File: src/rtl/bp_fe_fetch_sequencer_if.sv
// Fetch sequencer bus: backend redirect, I$ IF1/IF2 handshake, realigner
// strobe/consume and fetch-queue enqueue, plus the debug state view.
interface bp_fe_fetch_sequencer_if #(
    parameter int vaddr_width_p = 39
);
    logic                     redirect_v_i;
    logic [vaddr_width_p-1:0] redirect_pc_i;
    logic                     redirect_resume_i;
    logic                     icache_ready_i;
    logic                     icache_v_o;
    logic [vaddr_width_p-1:0] icache_vaddr_o;
    logic                     icache_hit_i;
    logic                     icache_miss_i;
    logic                     if2_v_o;
    logic [vaddr_width_p-1:0] if2_pc_o;
    logic                     fetch_instr_v_i;
    logic                     fetch_instr_yumi_o;
    logic                     queue_v_o;
    logic                     queue_ready_i;
    logic [1:0]               state_o;

    // Sequencer side
    modport master (
        input  redirect_v_i, redirect_pc_i, redirect_resume_i,
        input  icache_ready_i, icache_hit_i, icache_miss_i,
        input  fetch_instr_v_i, queue_ready_i,
        output icache_v_o, icache_vaddr_o, if2_v_o, if2_pc_o,
        output fetch_instr_yumi_o, queue_v_o, state_o
    );

    // Environment side (backend, I$, realigner, fetch queue)
    modport slave (
        output redirect_v_i, redirect_pc_i, redirect_resume_i,
        output icache_ready_i, icache_hit_i, icache_miss_i,
        output fetch_instr_v_i, queue_ready_i,
        input  icache_v_o, icache_vaddr_o, if2_v_o, if2_pc_o,
        input  fetch_instr_yumi_o, queue_v_o, state_o
    );
endinterface

File: src/rtl/bp_fe_fetch_sequencer.sv
// Front-end fetch sequencer: owns the fetch PC and IF1/IF2 valid bits,
// sequences redirects, I$ miss replay and fetch-queue backpressure replay,
// and drives the realigner consume so each instruction is enqueued once.
module bp_fe_fetch_sequencer #(
    parameter int                     vaddr_width_p = 39,
    parameter logic [vaddr_width_p-1:0] reset_pc_p  = 39'h00_8000_0000
) (
    input logic                  clk_i,
    input logic                  reset_n_i,
    bp_fe_fetch_sequencer_if.master bus
);

    typedef enum logic [1:0] {
        e_run   = 2'd0,
        e_miss  = 2'd1,
        e_stall = 2'd2
    } state_e;

    localparam logic [vaddr_width_p-1:0] fetch_step_lp = {{(vaddr_width_p-3){1'b0}}, 3'd4};
    localparam logic [vaddr_width_p-1:0] zero_pc_lp    = {vaddr_width_p{1'b0}};

    state_e                   state_r;
    state_e                   state_next_s;
    logic [vaddr_width_p-1:0] pc_if1_r;
    logic [vaddr_width_p-1:0] pc_if2_r;
    logic [vaddr_width_p-1:0] replay_pc_r;
    logic                     v_if2_r;

    logic [vaddr_width_p-1:0] vaddr_s;
    logic                     miss_ev_s;
    logic                     stall_ev_s;
    logic                     kill_s;
    logic                     issue_s;
    logic                     if2_v_s;
    logic                     yumi_s;
    logic                     replay_go_s;

    // Event detection, issue/consume qualification and next-state selection
    always_comb begin
        vaddr_s      = {pc_if1_r[vaddr_width_p-1:2], 2'b00};
        miss_ev_s    = 1'b0;
        stall_ev_s   = 1'b0;
        state_next_s = state_r;
        // Stall uses the un-killed IF2 view to avoid a loop through kill
        if ((state_r == e_run) && !bus.redirect_v_i) begin
            miss_ev_s  = v_if2_r & bus.icache_miss_i;
            stall_ev_s = v_if2_r & bus.icache_hit_i & bus.fetch_instr_v_i & ~bus.queue_ready_i;
        end else begin
            miss_ev_s  = 1'b0;
            stall_ev_s = 1'b0;
        end
        kill_s      = bus.redirect_v_i | miss_ev_s | stall_ev_s;
        // Reset gating keeps IF1 quiet while reset is still asserted
        issue_s     = (state_r == e_run) & bus.icache_ready_i & ~kill_s & reset_n_i;
        if2_v_s     = v_if2_r & bus.icache_hit_i & ~kill_s;
        yumi_s      = if2_v_s & bus.fetch_instr_v_i & bus.queue_ready_i;
        replay_go_s = ((state_r == e_miss) & bus.icache_ready_i)
                    | ((state_r == e_stall) & bus.queue_ready_i);
        if (bus.redirect_v_i) begin
            state_next_s = e_run;
        end else begin
            case (state_r)
                e_run: begin
                    if (miss_ev_s) begin
                        state_next_s = e_miss;
                    end else if (stall_ev_s) begin
                        state_next_s = e_stall;
                    end else begin
                        state_next_s = e_run;
                    end
                end
                e_miss:  state_next_s = bus.icache_ready_i ? e_run : e_miss;
                e_stall: state_next_s = bus.queue_ready_i  ? e_run : e_stall;
                default: state_next_s = e_run;
            endcase
        end
    end

    // State register
    always_ff @(posedge clk_i or negedge reset_n_i) begin
        if (!reset_n_i) begin
            state_r <= e_run;
        end else begin
            state_r <= state_next_s;
        end
    end

    // Fetch PC, IF2 tracking and replay capture
    always_ff @(posedge clk_i or negedge reset_n_i) begin
        if (!reset_n_i) begin
            pc_if1_r    <= reset_pc_p;
            pc_if2_r    <= zero_pc_lp;
            replay_pc_r <= zero_pc_lp;
            v_if2_r     <= 1'b0;
        end else if (bus.redirect_v_i) begin
            // IF2 is poisoned; the unaligned target is kept for the realigner
            pc_if1_r <= bus.redirect_pc_i;
            v_if2_r  <= 1'b0;
        end else if (miss_ev_s || stall_ev_s) begin
            // Drop the in-flight request and remember where to restart
            replay_pc_r <= pc_if2_r;
            v_if2_r     <= 1'b0;
        end else if (issue_s) begin
            pc_if1_r <= vaddr_s + fetch_step_lp;
            pc_if2_r <= pc_if1_r;
            v_if2_r  <= 1'b1;
        end else begin
            v_if2_r <= 1'b0;
            if (replay_go_s) begin
                pc_if1_r <= replay_pc_r;
            end else begin
                pc_if1_r <= pc_if1_r;
            end
        end
    end

    assign bus.icache_v_o         = issue_s;
    assign bus.icache_vaddr_o     = vaddr_s;
    assign bus.if2_v_o            = if2_v_s;
    assign bus.if2_pc_o           = pc_if2_r;
    assign bus.fetch_instr_yumi_o = yumi_s;
    assign bus.queue_v_o          = yumi_s;
    assign bus.state_o            = state_r;

endmodule

File: src/flat_wrapper.sv
// flat-port wrapper written by rule: the top's interface ports become plain ports
module bp_fe_fetch_sequencer_flat 
#(
    parameter int                     vaddr_width_p = 39,
    parameter logic [vaddr_width_p-1:0] reset_pc_p  = 39'h00_8000_0000
)
  (clk_i, reset_n_i, bus_redirect_v_i, bus_redirect_pc_i, bus_redirect_resume_i, bus_icache_ready_i, bus_icache_hit_i, bus_icache_miss_i, bus_fetch_instr_v_i, bus_queue_ready_i, bus_icache_v_o, bus_icache_vaddr_o, bus_if2_v_o, bus_if2_pc_o, bus_fetch_instr_yumi_o, bus_queue_v_o, bus_state_o);
  bp_fe_fetch_sequencer_if #(.vaddr_width_p(vaddr_width_p)) bus_i ();
  input logic clk_i;
  input logic reset_n_i;
  input wire logic [$bits(bus_i.redirect_v_i)-1:0] bus_redirect_v_i;
  input wire logic [$bits(bus_i.redirect_pc_i)-1:0] bus_redirect_pc_i;
  input wire logic [$bits(bus_i.redirect_resume_i)-1:0] bus_redirect_resume_i;
  input wire logic [$bits(bus_i.icache_ready_i)-1:0] bus_icache_ready_i;
  input wire logic [$bits(bus_i.icache_hit_i)-1:0] bus_icache_hit_i;
  input wire logic [$bits(bus_i.icache_miss_i)-1:0] bus_icache_miss_i;
  input wire logic [$bits(bus_i.fetch_instr_v_i)-1:0] bus_fetch_instr_v_i;
  input wire logic [$bits(bus_i.queue_ready_i)-1:0] bus_queue_ready_i;
  output wire logic [$bits(bus_i.icache_v_o)-1:0] bus_icache_v_o;
  output wire logic [$bits(bus_i.icache_vaddr_o)-1:0] bus_icache_vaddr_o;
  output wire logic [$bits(bus_i.if2_v_o)-1:0] bus_if2_v_o;
  output wire logic [$bits(bus_i.if2_pc_o)-1:0] bus_if2_pc_o;
  output wire logic [$bits(bus_i.fetch_instr_yumi_o)-1:0] bus_fetch_instr_yumi_o;
  output wire logic [$bits(bus_i.queue_v_o)-1:0] bus_queue_v_o;
  output wire logic [$bits(bus_i.state_o)-1:0] bus_state_o;
  assign bus_i.redirect_v_i = bus_redirect_v_i;
  assign bus_i.redirect_pc_i = bus_redirect_pc_i;
  assign bus_i.redirect_resume_i = bus_redirect_resume_i;
  assign bus_i.icache_ready_i = bus_icache_ready_i;
  assign bus_i.icache_hit_i = bus_icache_hit_i;
  assign bus_i.icache_miss_i = bus_icache_miss_i;
  assign bus_i.fetch_instr_v_i = bus_fetch_instr_v_i;
  assign bus_i.queue_ready_i = bus_queue_ready_i;
  assign bus_icache_v_o = bus_i.icache_v_o;
  assign bus_icache_vaddr_o = bus_i.icache_vaddr_o;
  assign bus_if2_v_o = bus_i.if2_v_o;
  assign bus_if2_pc_o = bus_i.if2_pc_o;
  assign bus_fetch_instr_yumi_o = bus_i.fetch_instr_yumi_o;
  assign bus_queue_v_o = bus_i.queue_v_o;
  assign bus_state_o = bus_i.state_o;
  bp_fe_fetch_sequencer #(.vaddr_width_p(vaddr_width_p), .reset_pc_p(reset_pc_p)) u_core (.clk_i(clk_i), .reset_n_i(reset_n_i), .bus(bus_i));
endmodule
File: config.mk
export PLATFORM = sky130hd
export DESIGN_NAME = bp_fe_fetch_sequencer_flat
export DESIGN_NICKNAME = d
export VERILOG_FILES = /design/src/rtl/bp_fe_fetch_sequencer_if.sv /design/src/rtl/bp_fe_fetch_sequencer.sv /design/src/flat_wrapper.sv
export SDC_FILE = /design/constraint.sdc
export NUM_CORES = 1
export LEC_CHECK = 0
export BUFFER_PORTS_ARGS = -buffer_cell sky130_fd_sc_hd__buf_2
export CAP_MARGIN = 10
export CORE_ASPECT_RATIO = 1.1
export CORE_MARGIN = 2
export CORE_UTILIZATION = 50
export DETAILED_ROUTE_END_ITERATION = 12
export PLACE_DENSITY = 0.73
export RECOVER_POWER = 25
export REMOVE_ABC_BUFFERS = 1
export SYNTH_ARGS = -nofsm -noshare
export SYNTH_HDL_FRONTEND = slang
export SYNTH_SLANG_ARGS = --single-unit
export TNS_END_PERCENT = 30
File: constraint.sdc
create_clock -name clk_i -period 1.8 [get_ports clk_i]
set_input_delay 0.36 -clock clk_i [delete_from_list [all_inputs] [get_ports clk_i]]
set_output_delay 0.36 -clock clk_i [all_outputs]
set_load 0.005 [all_outputs]
# Yosys cells after proc, flatten, opt, wreduce, memory -nomap -nowiden
# Index checks and enable logic that the tools add are counted.
# Widths: inputs -> output; s select.
# word_totals
ff_bits	120
input_bits	48
output_inout_bits	84
elab_cells	51
# classes
n_addsub	1
eq_ne	3
muxes	15
bitwise_logic	19
reduce_logical	8
# op_table
operator	count
$mux 39	4
$add 39x3->39 const B	1
$and 1x1->1	12
$mux 2	4
$mux 1	6
$pmux 2 s3	1
$not 1->1	4
$reduce_and 2->1	2
$or 1x1->1	3
$reduce_and 3->1	1
$reduce_bool 3->1	1
$eq 2x1->1 const B	1
$eq 2x2->1 const B	1
$logic_not 2->1	1
$ne 2x2->1 const B	1
$logic_and 1x1->1	1
$logic_not 1->1	1
$logic_or 1x1->1	1

# Longest topological paths before layout
# Gate-level depths: netlist (run 1).
# depth
depth_word	11
depth_mapped	8
depth_no_buf	6

# Worst setup path before layout (run 1)
# OpenSTA, ideal clock, no wires.
# synth_timing
path_kind	register to register
from	reg u_core.pc_if1_r[2]
to	reg u_core.pc_if1_r[16]
setup_ns	0.137
arrival_time_ns	1.766
required_time_ns	1.663
slack_ns	-0.103
path_stages_with_launch	7
n_path_buf	0
period_less_slack_ns	1.903
cell_sequence	dfrtp_1 -> ha_1 -> nand3_1 -> or3_1 -> or3_1 -> o211ai_1 -> a21oi_1
# synth_via
elab_chain_cells	4
# synth_lines
element	line	text
start: declaration	bp_fe_fetch_sequencer.sv:24	logic [vaddr_width_p-1:0] pc_if1_r;
start signal: assignment	bp_fe_fetch_sequencer.sv:91	pc_if1_r <= reset_pc_p;
start signal: assignment	bp_fe_fetch_sequencer.sv:97	pc_if1_r <= bus.redirect_pc_i;
start signal: assignment	bp_fe_fetch_sequencer.sv:104	pc_if1_r <= vaddr_s + fetch_step_lp;
$add 39x3->39	bp_fe_fetch_sequencer.sv:104	
$mux 39	bp_fe_fetch_sequencer.sv:103	end else if (issue_s) begin
$mux 39	bp_fe_fetch_sequencer.sv:99	end else if (miss_ev_s || stall_ev_s) begin
$mux 39	bp_fe_fetch_sequencer.sv:95	end else if (bus.redirect_v_i) begin
# Every way passes these cells. The select of a mux whose other input is x is not followed.
# A chain may end at the register's enable or synchronous reset.

# Worst setup path in the final report (run 1)
# layout_timing
from	reg u_core.state_r[0], in the netlist u_core.bus.state_o[0]
to	out bus_queue_v_o
# layout_via
elab_chain_cells	9
elab_cells_between_ends	10
cone_classes	2 x mux; 6 x bitwise; 2 x reduce/logical
# layout_lines
element	line	text
start: declaration	bp_fe_fetch_sequencer.sv:22	state_e state_r;
start signal: assignment	bp_fe_fetch_sequencer.sv:82	state_r <= e_run;
start signal: assignment	bp_fe_fetch_sequencer.sv:84	state_r <= state_next_s;
$logic_not 2->1 *	bp_fe_fetch_sequencer.sv:45	if ((state_r == e_run) && !bus.redirect_v_i) begin
$logic_and 1x1->1 *	bp_fe_fetch_sequencer.sv:45	
$mux 1	bp_fe_fetch_sequencer.sv:45	
$or 1x1->1	bp_fe_fetch_sequencer.sv:52	kill_s = bus.redirect_v_i | miss_ev_s | stall_ev_s;
$or 1x1->1 *	bp_fe_fetch_sequencer.sv:52	
$not 1->1 *	bp_fe_fetch_sequencer.sv:55	if2_v_s = v_if2_r & bus.icache_hit_i & ~kill_s;
$and 1x1->1 *	bp_fe_fetch_sequencer.sv:55	
$and 1x1->1 * (2 in series)	bp_fe_fetch_sequencer.sv:56	yumi_s = if2_v_s & bus.fetch_instr_v_i & bus.queue_ready_i;
end: declaration	flat_wrapper.sv:24	output wire logic [$bits(bus_i.queue_v_o)-1:0] bus_queue_v_o;
# Every way passes the cells marked *; elsewhere a longest branch is shown, timed or not.

==> results.py, run 1 <==
metrics = {
    "status": {
        "status": "finished with violations",
        "violations": "max-capacitance violations, max-slew violations, negative setup slack",
    },
    "clock_network": {
        "clkTransAtPathRegs_ns": 0.06,
        "clock_latency_ns": 0.42,
        "tritoncts": "yes",
        "cts_buffer_depth": 2,
        "h-tree-depth": 4,
        "clkSinkCount": 120,
        "cts.root.buffer_cell": "clkbuf_16",
        "cts_buffers": 17,
    },
    "timing": {
        "setup_ws_ns": -0.376,
        "finalSetupViolations": 61,
        "worst_pin_slew_ns": 1.55,
        "final_hold_viol_count": 0,
        "relSlewSlack_pct": -3.19,
        "rsz0062_at_grt": "yes",
        "fin_skew_ns": 0.00976,
        "timing.final.crit_share_pct": 121,
        "clock.fmax_mhz": 460,
        "period_minus_slack_ns": 2.18,
        "slew_violations": 71,
    },
    "route": {
        "routed-via-count": 5888,
        "routedWlPerCell_um": 18.8,
        "drt_iter0_markers": 434,
        "ant_nets": 0,
        "viasPerCell": 5.83,
        "routed_wirelength_um": 19000,
        "drc": 0,
        "dr.pass1.iters": 5,
    },
    "setup_path": {
        "critical_path_class": "register to primary output",
        "r2r_end": "u_core.pc_if1_r[38]",
        "timing.critical_path.from": "u_core.bus.state_o[0]",
        "end_kind": "primary output",
        "crit_end": "bus_queue_v_o",
        "crit_fanout": 3,
        "ff2ff_setup_slack_ns": -0.25,
        "r2r_start": "u_core.bus.state_o[0]",
        "cp_data_required_time_ns": 1.44,
        "cp-start-kind": "register",
        "cp.arrival_ns": 1.82,
        "r2r_cells": 9,
    },
    "logic_synthesis": {
        "synth_enable_flop_cells": 0,
        "synth.top_cells.by_count": "nand2_1 (139), dfrtp_1 (119), a21oi_1 (42)",
        "netlist.area_leader.share_pct": 47.6,
        "syn_area_per_cell_um2": 9.59,
        "synth_cell_type_count": 67,
        "netlist_instances": 652,
        "synth_seq_cells": 120,
        "ys_top_cells_by_area": "dfrtp_1 (48%), nand2_1 (8.3%), mux2_2 (7.2%), buf_4 (4.8%), a21oi_1 (3.4%)",
        "ys.flop_type": "dfrtp_1",
        "ys_warn_count": 0,
        "synth_area_mm2": 0.00625,
        "synth_top_area_cell": "dfrtp_1",
        "yosysSeqAreaShare_pct": 48.1,
        "async_reset_ff_share_pct": 100,
        "yosys.cell_count.top_type": "nand2_1",
    },
    "global_route": {
        "grt_use_total_pct": 29.5,
        "overflow": 0,
        "antenna_found_initial": 0,
        "grt_pass1_wl_um": 31100,
        "grt_pass1_vias": 6115,
        "grt_max_degree": 71,
    },
    "layout": {
        "drive_gt1_share_pct": 42.1,
        "diodes": 0,
        "postLayoutCellArea_mm2": 0.00857,
        "post-route-util_pct": 70.6,
        "final_nets": 892,
        "syn_to_final_growth_pct": 37.0,
    },
    "power": {
        "max-vdd-ir-drop_mv": 0.817,
        "power.switching_w": 0.00265,
        "leakagePower_nw": 4.22,
        "power.density_mw_per_mm2": 1080,
        "p_clk_share_pct": 36.8,
        "intPower_w": 0.00663,
        "pwr-share-comb_pct": 22.7,
        "switching_share_pct": 28.5,
        "power_frac_seq_pct": 40.5,
    },
    "die": {
        "chipWidth_um": 111,
        "row_count": 42,
        "ioPinCount": 132,
        "dieArea_mm2": 0.0134,
        "start_util_pct": 51.5,
        "fp.dieH_um": 121,
        "coreArea_mm2": 0.0121,
    },
    "place": {
        "io_buffer_count": 128,
        "dp_hpwl_um": 12400,
        "place_area_mm2": 0.00739,
        "gp_congestion": 0.860,
    },
    "min_path": {
        "min_path_type": "primary input to register",
        "min_from": "bus_redirect_pc_i[27]",
    },
    "job": {
        "cap_violations": 1,
    },
}
-- flip-flops by register name (all words and copies together), names as in the netlist --
register             flops
u_core.bus.if2_pc_o     39
u_core.pc_if1_r         39
u_core.replay_pc_r      39
u_core.bus.state_o       2
u_core.v_if2_r           1
-- power groups by stage --
stage	sequential [W]	combinational (W)	clock (W)
after floorplan	0.00377	0.000883	0
after global placement	0.00371	0.00186	0
after detailed placement	0.00376	0.00193	0
after CTS	0.00373	0.00208	0.00346
after global routing	0.00383	0.00231	0.00357
final	0.00375	0.00210	0.00342
-- metrics by stage --
stage          total power, W  setup TNS [ns]  cells  setup WS, ns  hold WS, ns
2_1_floorplan         0.00465         -245.46    574         -2.90       0.0644
3_3_place_gp          0.00557           -1.81    950        -0.114        0.282
3_5_place_dp          0.00569           -4.35    950        -0.203        0.289
4_1_cts               0.00927           -4.02   1008        -0.332        0.181
5_1_grt               0.00971          -12.75   1010        -0.401        0.209
6_report              0.00927           -8.14   1010        -0.376        0.195
-- cells by family (layout without fill, tap and decap cells) --
kind of cell | Yosys count | after routing | share of synthesized area, %
other | 1 | 2 | 0.0600
adders and majority gates | 1 | 1 | 0.200
DFF | 120 | 120 | 48.1
and+or+nand+nor | 244 | 244 | 19.3
AOI/OAI and AO/OA | 141 | 141 | 15.1
muxes | 43 | 43 | 7.69
xor gates and xnor gates | 9 | 9 | 1.26
buffers and inverters | 93 | 296 | 8.31
-- worst min-delay path by stage --
stage                              endpoint  slack (ns)  cells past startpoint
finish                  u_core.pc_if1_r[27]        0.20                      3
global route             u_core.pc_if1_r[0]        0.21                      3
CTS                     u_core.pc_if1_r[27]        0.18                      3
detailed placement   u_core.replay_pc_r[23]        0.29                      2
global placement    u_core.bus.if2_pc_o[23]        0.28                      2
floorplan            u_core.bus.if2_pc_o[0]        0.06                      0
-- repair_timing --
| action | 4_1_cts | 5_1_grt |
|---|---|---|
| setup buffers | 22 | 2 |
| resized for setup | 54 | 8 |
| gates cloned | 5 | 0 |
| hold buffers | 1 | 0 |
| pin swaps | 43 | 6 |
| hold endpoints to repair | 3 | 0 |
| setup endpoints to repair | 42 | 89 |
-- critical path: stages (launching register included) --
cell,delay [ns]
dfrtp_2,0.43
nor4b_2,0.27
buf_4,0.16
o21ai_4,0.05
and4_1,0.19
and3_1,0.16
buf_2,0.13
-- cells in the final DEF (no fill, tap or decap), drive strengths merged, types with 4 or more instances in the layout --
| master | netlist | final |
|---|---|---|
| nor4 | 9 | 9 |
| nand2 | 141 | 141 |
| a31oi | 7 | 7 |
| and2 | 5 | 5 |
| nor2 | 25 | 25 |
| clkinv | 0 | 5 |
| o211ai | 5 | 5 |
| a41o | 5 | 5 |
| mux2 | 40 | 40 |
| buf | 57 | 245 |
| or3 | 6 | 6 |
| o32a | 5 | 5 |
| o21ai | 30 | 30 |
| xor2 | 6 | 6 |
| o221ai | 9 | 9 |
| a21oi | 42 | 42 |
| dfrtp | 119 | 119 |
| a22oi | 6 | 6 |
| nand4 | 11 | 11 |
| o31ai | 4 | 4 |
| nand3 | 23 | 23 |
| inv | 14 | 14 |
| and3 | 7 | 7 |
| clkbuf | 22 | 26 |
-- per-layer routing --
metal	wire, um	share of wire, %	track usage, %	up-vias
li1	-	-	-	2668
met3	1280	6.7	6.44	60
met1	7800	41	36.3	2897
met2	9240	49	49.6	263
met4	662	3.5	14.3	0
met5	0	0	0	-
-- cell type report --
| type | count | area (um^2) |
|---|---|---|
| Clock inverter | 9 | 123 |
| Timing Repair Buffer | 250 | 1820 |
| Fill cell | 839 | 3570 |
| Multi-Input combinational cell | 440 | 2900 |
| Clock buffer | 23 | 468 |
| Sequential cell | 120 | 3010 |
| Tap cell | 154 | 193 |
| Inverter | 14 | 55.1 |
No activity file was read; power rests on OpenSTA's default activity.
==> run 2, diff against run 1 <==
Settings changed: SKIP_CTS_REPAIR_TIMING set to 1.
==> run 2 against run 1 <==
The run still ends with max-capacitance violations, max-slew violations, negative setup slack left. Sequential share of layout area decreased by 0.33 points. Largest cell class unchanged. Global-route usage shrank 2.5 points. Fmax up 0.42%. Total power increased by 0.52%. Sequential power about the same. Worst hold slack gained 0.0077 ns. First-iteration DRC count up 32%. Die area is the same. Clock-buffer cell count stayed put. Final cell count barely moved. Sequential cell count unchanged.
==> results.py, run 2 (synthesis gave the netlist of run 1 again) <==
metrics = {
    "timing": {
        "period_minus_slack_ns": 2.17,
        "finalSetupViolations": 48,
        "fin_skew_ns": 0.00831,
        "final_hold_viol_count": 0,
        "clock.fmax_mhz": 462,
        "setup_ws_ns": -0.367,
        "timing.final.crit_share_pct": 120,
        "rsz0062_at_grt": "yes",
        "worst_pin_slew_ns": 1.57,
        "slew_violations": 71,
        "relSlewSlack_pct": -4.68,
        "tns_ns": -5.16,
    },
    "route": {
        "wl_met3_um": 1330,
        "wl_met2_um": 9390,
        "highest_layer": "met4",
        "m1WireLength_um": 7710,
        "dr.pass1.iters": 5,
        "routed_wirelength_um": 19100,
        "routedWlPerCell_um": 18.9,
        "routed-via-count": 5923,
        "drc": 0,
        "drt_iter0_markers": 575,
        "viasPerCell": 5.86,
        "ant_nets": 0,
    },
    "layout": {
        "drive_gt1_share_pct": 44.2,
        "multi_input_area_mm2": 0.00298,
        "fin_cells": 1011,
        "post-route-util_pct": 71.3,
        "diodes": 0,
        "postLayoutCellArea_mm2": 0.00865,
        "layout_commonest_cell": "nand2_1",
        "fill_cells": 811,
        "final_nets": 893,
        "final_cell_mix": "nand2_1 (133), buf_2 (126), dfrtp_1 (116)",
        "syn_to_final_growth_pct": 38.4,
        "seqCellArea_mm2": 0.00301,
    },
    "clock_network": {
        "clock_latency_ns": 0.42,
        "cts_buffer_depth": 2,
        "cts.root.buffer_cell": "clkbuf_16",
        "h-tree-depth": 4,
        "clkSinkCount": 120,
        "clkTransAtPathRegs_ns": 0.06,
        "tritoncts": "yes",
        "cts_buffers": 17,
    },
    "place": {
        "place_area_mm2": 0.00739,
        "gp_congestion": 0.860,
        "io_buffer_count": 128,
        "dp_hpwl_um": 12400,
        "dp.cells": 950,
    },
    "job": {
        "cap_violations": 1,
    },
    "die": {
        "start_util_pct": 51.5,
        "fp.dieH_um": 121,
        "coreArea_mm2": 0.0121,
        "ioPinCount": 132,
        "chipWidth_um": 111,
        "dieArea_mm2": 0.0134,
        "row_count": 42,
    },
    "setup_path": {
        "ff2ff_setup_slack_ns": -0.28,
        "cp.arrival_ns": 1.81,
        "slowest_stage": "dfrtp_2",
        "r2r_start": "u_core.bus.state_o[0]",
        "r2r_end": "u_core.pc_if1_r[33]",
        "worstPathBufferInverterCount": 2,
        "crit_family": "simple AND/OR/NAND/NOR gates",
        "critical_path_class": "register to primary output",
        "crit_fanout": 4,
        "crit_chain": "nor4b_2, buf_4, o21ai_4, and4_1, and3_4, buf_6",
        "cp-start-kind": "register",
        "cp_data_required_time_ns": 1.44,
        "end_kind": "primary output",
        "crit_path_max_incr_delay_ns": 0.45,
        "r2r_cells": 9,
    },
    "min_path": {
        "whs_endpoint": "u_core.pc_if1_r[0]",
        "min_from": "bus_redirect_pc_i[0]",
        "hold_depth": 3,
        "min_path_type": "primary input to register",
    },
    "global_route": {
        "overflow": 0,
        "grt_pass1_wl_um": 28800,
        "antenna_found_initial": 0,
        "grt_use_total_pct": 27.0,
        "grt_max_degree": 71,
        "grt_pass1_vias": 5762,
    },
    "power": {
        "max-vdd-ir-drop_mv": 0.814,
        "power.density_mw_per_mm2": 1080,
        "leakagePower_nw": 4.24,
    },
    "status": {
        "violations": "max-capacitance violations, max-slew violations, negative setup slack",
        "status": "finished with violations",
    },
}
## run 2: per-layer routing
layer	global-route usage, %	vias to the layer above
met4	11.3	0
met1	34.0	2892
met5	0	-
met3	5.84	58
met2	45.4	296
li1	-	2677
## run 2: report_power, final
group          internal (W)  switching (W)  total (W)
combinational       0.00109        0.00105    0.00214
clock               0.00223        0.00119    0.00342
sequential          0.00331       0.000454    0.00376
## run 2: how the worst max path moves through the flow
stage	slack, ns	start	to	cells past startpoint
after floorplan	-2.90	u_core.bus.state_o[1]	u_core.pc_if1_r[32]	5
after global placement	-0.11	bus_icache_ready_i	u_core.pc_if1_r[15]	7
after detailed placement	-0.20	bus_icache_ready_i	u_core.pc_if1_r[15]	7
after CTS	-0.50	u_core.bus.state_o[1]	bus_queue_v_o	6
after global routing	-0.46	u_core.bus.state_o[0]	bus_queue_v_o	6
final	-0.37	u_core.bus.state_o[0]	bus_queue_v_o	6
## run 2: tightest hold or removal path, cell delays in order
cell	delay, ns
buf_2	0.08
a221oi_2	0.06
nor2_1	0.08
## run 2: per-stage QoR
| step | total power [W] | setup slack, ns | hold slack [ns] |
|---|---|---|---|
| 6_report | 0.00932 | -0.367 | 0.203 |
| 5_1_grt | 0.00973 | -0.462 | 0.204 |
| 4_1_cts | 0.00912 | -0.495 | -0.161 |
| 3_5_place_dp | 0.00569 | -0.203 | 0.289 |
| 3_3_place_gp | 0.00557 | -0.114 | 0.282 |
| 2_1_floorplan | 0.00465 | -2.90 | 0.0644 |
## run 2: layout make-up
class / count / area share [%]
tap: 154 / 2.23
inverter: 14 / 0.636
timing repair buffer: 251 / 21.1
multi-input combinational: 440 / 34.5
sequential: 120 / 34.8
clock buffer: 23 / 5.41
clock inverter: 9 / 1.42
